<file path="config.mk">
export PLATFORM = sky130hd
export DESIGN_NAME = gear
export DESIGN_NICKNAME = d
export VERILOG_FILES = /design/src/rtl/gear_pkg.sv /design/src/rtl/gear_threshold_cmp.sv /design/src/rtl/gear.sv
export SDC_FILE = /design/constraint.sdc
export NUM_CORES = 1
export LEC_CHECK = 0
export ABC_CLOCK_PERIOD_IN_PS = 1700
export CORE_AREA = 2 2 39 41
export CTS_CLUSTER_DIAMETER = 30
export DETAILED_ROUTE_END_ITERATION = 8
export DIE_AREA = 0 0 41 43
export PLACE_DENSITY = 0.51
export SYNTH_ARGS = -nofsm -noshare
export SYNTH_HDL_FRONTEND = slang
export SYNTH_SLANG_ARGS = --single-unit
</file>
<file path="constraint.sdc">
create_clock -name clk -period 1.7 [get_ports clk]
set_input_delay 0.425 -clock clk [delete_from_list [all_inputs] [get_ports clk]]
set_output_delay 0.425 -clock clk [all_outputs]
set_load 0.02 [all_outputs]
</file>
<file path="src/rtl/gear_pkg.sv">
// Shared types and defaults for the speed-to-gear selector.
package gear_pkg;

   typedef logic [1:0] gear_t;

   localparam gear_t GEAR_MIN = 2'd0;
   localparam gear_t GEAR_MAX = 2'd3;

   localparam int UP_T1_DEF = 4;
   localparam int UP_T2_DEF = 8;
   localparam int UP_T3_DEF = 12;
   localparam int HYST_DEF  = 0;

endpackage

</file>
<file path="src/rtl/gear_threshold_cmp.sv">
// Combinational shift-request logic: compares speed against the thresholds
// that bracket the current gear.
module gear_threshold_cmp
   import gear_pkg::*;
#(
   parameter int UP_T1 = UP_T1_DEF,
   parameter int UP_T2 = UP_T2_DEF,
   parameter int UP_T3 = UP_T3_DEF,
   parameter int HYST  = HYST_DEF
) (
   input  gear_t      i_gear,
   input  logic [3:0] i_speed,
   output logic       o_up_req,
   output logic       o_dn_req
);

   // Five bits so the downshift limits never wrap when compared against speed.
   localparam logic [4:0] L_UP1 = 5'(UP_T1);
   localparam logic [4:0] L_UP2 = 5'(UP_T2);
   localparam logic [4:0] L_UP3 = 5'(UP_T3);
   localparam logic [4:0] L_DN1 = 5'(UP_T1 - HYST);
   localparam logic [4:0] L_DN2 = 5'(UP_T2 - HYST);
   localparam logic [4:0] L_DN3 = 5'(UP_T3 - HYST);

   logic [4:0] w_speed;
   assign w_speed = {1'b0, i_speed};

   always_comb begin
      o_up_req = 1'b0;
      o_dn_req = 1'b0;
      case (i_gear)
         2'd0: begin
            o_up_req = (w_speed >= L_UP1);
         end
         2'd1: begin
            o_up_req = (w_speed >= L_UP2);
            o_dn_req = (w_speed <  L_DN1);
         end
         2'd2: begin
            o_up_req = (w_speed >= L_UP3);
            o_dn_req = (w_speed <  L_DN2);
         end
         default: begin
            o_dn_req = (w_speed <  L_DN3);
         end
      endcase
   end

endmodule

</file>
<file path="src/rtl/gear.sv">
// Registered speed-to-gear selector: one gear step per clock with a
// downshift hysteresis band, plus shift pulse and direction flag.
module gear
   import gear_pkg::*;
#(
   parameter int UP_T1 = UP_T1_DEF,
   parameter int UP_T2 = UP_T2_DEF,
   parameter int UP_T3 = UP_T3_DEF,
   parameter int HYST  = HYST_DEF
) (
   input  logic       clk,
   input  logic       rst,
   input  logic [3:0] in,
   output logic [1:0] out,
   output logic       shift,
   output logic       dir
);

   if (!(UP_T1 >= 1 && UP_T1 < UP_T2 && UP_T2 < UP_T3 && UP_T3 <= 15 &&
         HYST >= 0 && HYST < UP_T1)) begin : g_bad_params
      $error("gear: illegal threshold/hysteresis parameters");
   end

   gear_t r_gear;
   logic  r_shift;
   logic  r_dir;
   logic  w_up_req;
   logic  w_dn_req;

   gear_threshold_cmp #(
      .UP_T1 (UP_T1),
      .UP_T2 (UP_T2),
      .UP_T3 (UP_T3),
      .HYST  (HYST)
   ) u_cmp (
      .i_gear   (r_gear),
      .i_speed  (in),
      .o_up_req (w_up_req),
      .o_dn_req (w_dn_req)
   );

   // Saturation at GEAR_MIN/GEAR_MAX is handled by the comparator never
   // requesting a step past either end.
   always_ff @(posedge clk or posedge rst) begin
      if (rst) begin
         r_gear  <= GEAR_MIN;
         r_shift <= 1'b0;
         r_dir   <= 1'b0;
      end else begin
         r_shift <= w_up_req | w_dn_req;
         if (w_up_req) begin
            r_gear <= r_gear + 2'd1;
            r_dir  <= 1'b1;
         end else if (w_dn_req) begin
            r_gear <= r_gear - 2'd1;
            r_dir  <= 1'b0;
         end
      end
   end

   assign out   = r_gear;
   assign shift = r_shift;
   assign dir   = r_dir;

endmodule

</file>
==> out/qor.csv <==
metric,value,unit
clockPowerShare,12.6,%
max_freq,606,MHz
synth_warnings,0,
die_w,41,um
fin_setup_tns,0,ns
path_max_fanout,4,
ff2ff_setup_slack,0.14,ns
crit_cells,1,
period_share,97.1,%
start_util,23.3,%
grt.busiest_layer,met2,
rsz0062_at_grt,no,
avgRoutedWirePerCell,9.88,um
syn_nets,42,
synthesis.area,323,um^2
drt-initial-drc-count,1,
clk_latency,0.23,ns
synth_cell_types,21,
finalNetCount,56,
final_cell_mix,"clkdlybuf4s50_1 (6), dfrtp_1 (4), inv_1 (3), ha_1 (3), clkbuf_4 (3)",
skew,0.00102,ns
grt_pass1_vias,263,
max_stage_delay,0.62,ns
dr_total_vias,272,
ys_ff_latch,4,
met3_usage,0,%
reg2reg_from,out[1]$_DFFE_PP0P_,
cts_buffer_depth,2,
synthTopCellsByArea,"dfrtp_1 (31%), ha_1 (16%), o32ai_4 (8.5%)",
vdd_drop_max,0.000682,V
timing.rr.end,out[1]$_DFFE_PP0P_,
design.portCount,10,
portBuffers,7,
outcome,finished clean,
seqPwrFrac,20.4,%
crit_path_cell_trace,clkdlybuf4s50_1,
hold_class,input pin to async pin,
p_sw_share,42.5,%
yosys.area.top_type,dfrtp_1,
relSlewSlack,79.7,%
rows,14,
worst_path_max_delay_cell,clkdlybuf4s50_1,
synth_top_area_share,31.0,%
antenna_cells,0,
use_met1,11.7,%
hold_slack,0.368,ns
layout.cells.non_filler,60,
p_leak,0.195,nW
wirelength,593,um
grt_first_pass_wirelength,1040,um
synth_area_per_cell,10.1,um^2
clkTransAtPathRegs,0.04,ns
antenna_found_initial,0,
r2r_cells,6,
tightest_slew,0.301,ns
cp_top_family,buffers and inverters,
worstPathRequired,1.27,ns
drv_slew,0,
switchingPower,0.000386,W
die_h,43,um
cp_num_buf_inv,1,
final_common_cell,clkdlybuf4s50_1,
place.gp.congestion,0.635,
worstPathArrival,1.23,ns
use_met2,12.2,%
ant_nets,0,
setup_slack,0.0487,ns
cts_made_buffers,3,
post-route-min-period,1.65,ns
coreArea,1380,um^2
dp_hpwl,481,um
comb_power_share,67.0,%
power_density,1980,nW/um^2
grt_overflow,0,
dp_cells,57,
place_ws,-0.115,ns
drv_cap,0,
worst_setup_path_end_kind,output pin,
cts.sinks,4,
cts_tree,built,
root_buffer,clkbuf_4,
grt_start_max_net_pins,7,
syn_to_final_growth,42.2,%
syn_inst,32,
drive_above_1_share,25.0,%
remaining_drc_errors,0,
hold_viol,0,
internal-power,0.000524,W
hold_buffers,0,
drt-vias-per-instance,4.53,
grt_usage,8.76,%
synth_seq_area_share,31.0,%
first_pass_iters,2,
start_kind,flop,
die-area,1760,um^2
htreeDepth,1,
path_class,flop to output pin,
setup_viol,0,
[Yosys cell counts]
cell and number:
a211oi_1 1, a21oi_1 2, a22oi_1 1, a31o_1 1, dfrtp_1 4, ha_1 4
inv_1 3, inv_2 1, mux2i_1 1, nor2_1 2, nor2b_1 1, nor2b_2 1
nor3_1 2, nor4bb_1 1, o211ai_1 1, o21a_1 1, o21ai_0 1, o21bai_1 1
o32ai_4 1, or2b_1 1, xnor2_1 1
[cell families after synthesis]
family	Yosys count	synth area share (%)
buffers and inverters	4	4.65
multiplexers	1	3.10
adder cells (fa/ha/maj)	4	15.5
XOR/XNOR	1	2.71
AO/OA/AOI/OAI	10	27.5
AND/OR/NAND/NOR	8	15.5
flip-flops	4	31.0
[worst reg2reg max path, cell delays in order, from the launching register on]
cell and delay [ns]:
dfrtp_1 0.41, inv_1 0.08, ha_1 0.24, nor2b_1 0.16, o21bai_2 0.16, nor4bb_1 0.31
a211oi_1 0.09
[layout make-up]
class,count,area (um^2)
clock buffer,3,22.5
inverter,4,15.0
sequential,4,100
tap,16,20.0
timing repair buffer,9,83.8
fill,161,925
multi-input combinational,24,218
[layer usage]
layer,vias up,wire length (um)
li1,139,-
met1,124,281
met2,7,274
met3,2,22
met4,0,14
met5,-,0
[how the worst max path moves through the flow]
| stage | from | slack [ns] | to |
|---|---|---|---|
| finish | out[0]$_DFFE_PP0P_ | 0.05 | out[0] |
| global route | in[2] | 0.001 | out[1]$_DFFE_PP0P_ |
| global placement | in[2] | -0.13 | out[1]$_DFFE_PP0P_ |
| floorplan | out[0]$_DFFE_PP0P_ | 0.06 | out[1]$_DFFE_PP0P_ |
| detailed placement | in[2] | -0.11 | out[1]$_DFFE_PP0P_ |
| CTS | out[0]$_DFFE_PP0P_ | 0.03 | out[0] |
[power groups by stage]
stage | Sequential [W] | Combinational, W | Clock, W
2_1_floorplan | 0.000243 | 0.000361 | 0
3_3_place_gp | 0.000188 | 0.000596 | 0
3_5_place_dp | 0.000189 | 0.000601 | 0
4_1_cts | 0.000188 | 0.000596 | 0.000122
5_1_grt | 0.000195 | 0.000677 | 0.000124
6_report | 0.000186 | 0.000610 | 0.000114
[what timing repair did]
item	in CTS	in global routing
resized for setup	1	3
buffers inserted	0	0
setup endpoints to repair	1	1
[state kept, by name (all words and copies together) (netlist names)]
register,count
dir,1
out,2
shift,1
[stage by stage]
step	utilization, %	area, um^2	power [W]
after global placement	30.9	428	0.000784
after global routing	33.2	459	0.000996
after detailed placement	30.9	428	0.000790
after floorplan	-	323	0.000605
final	33.2	459	0.000910
after CTS	32.5	449	0.000906
No activity file was read; power rests on OpenSTA's default activity.
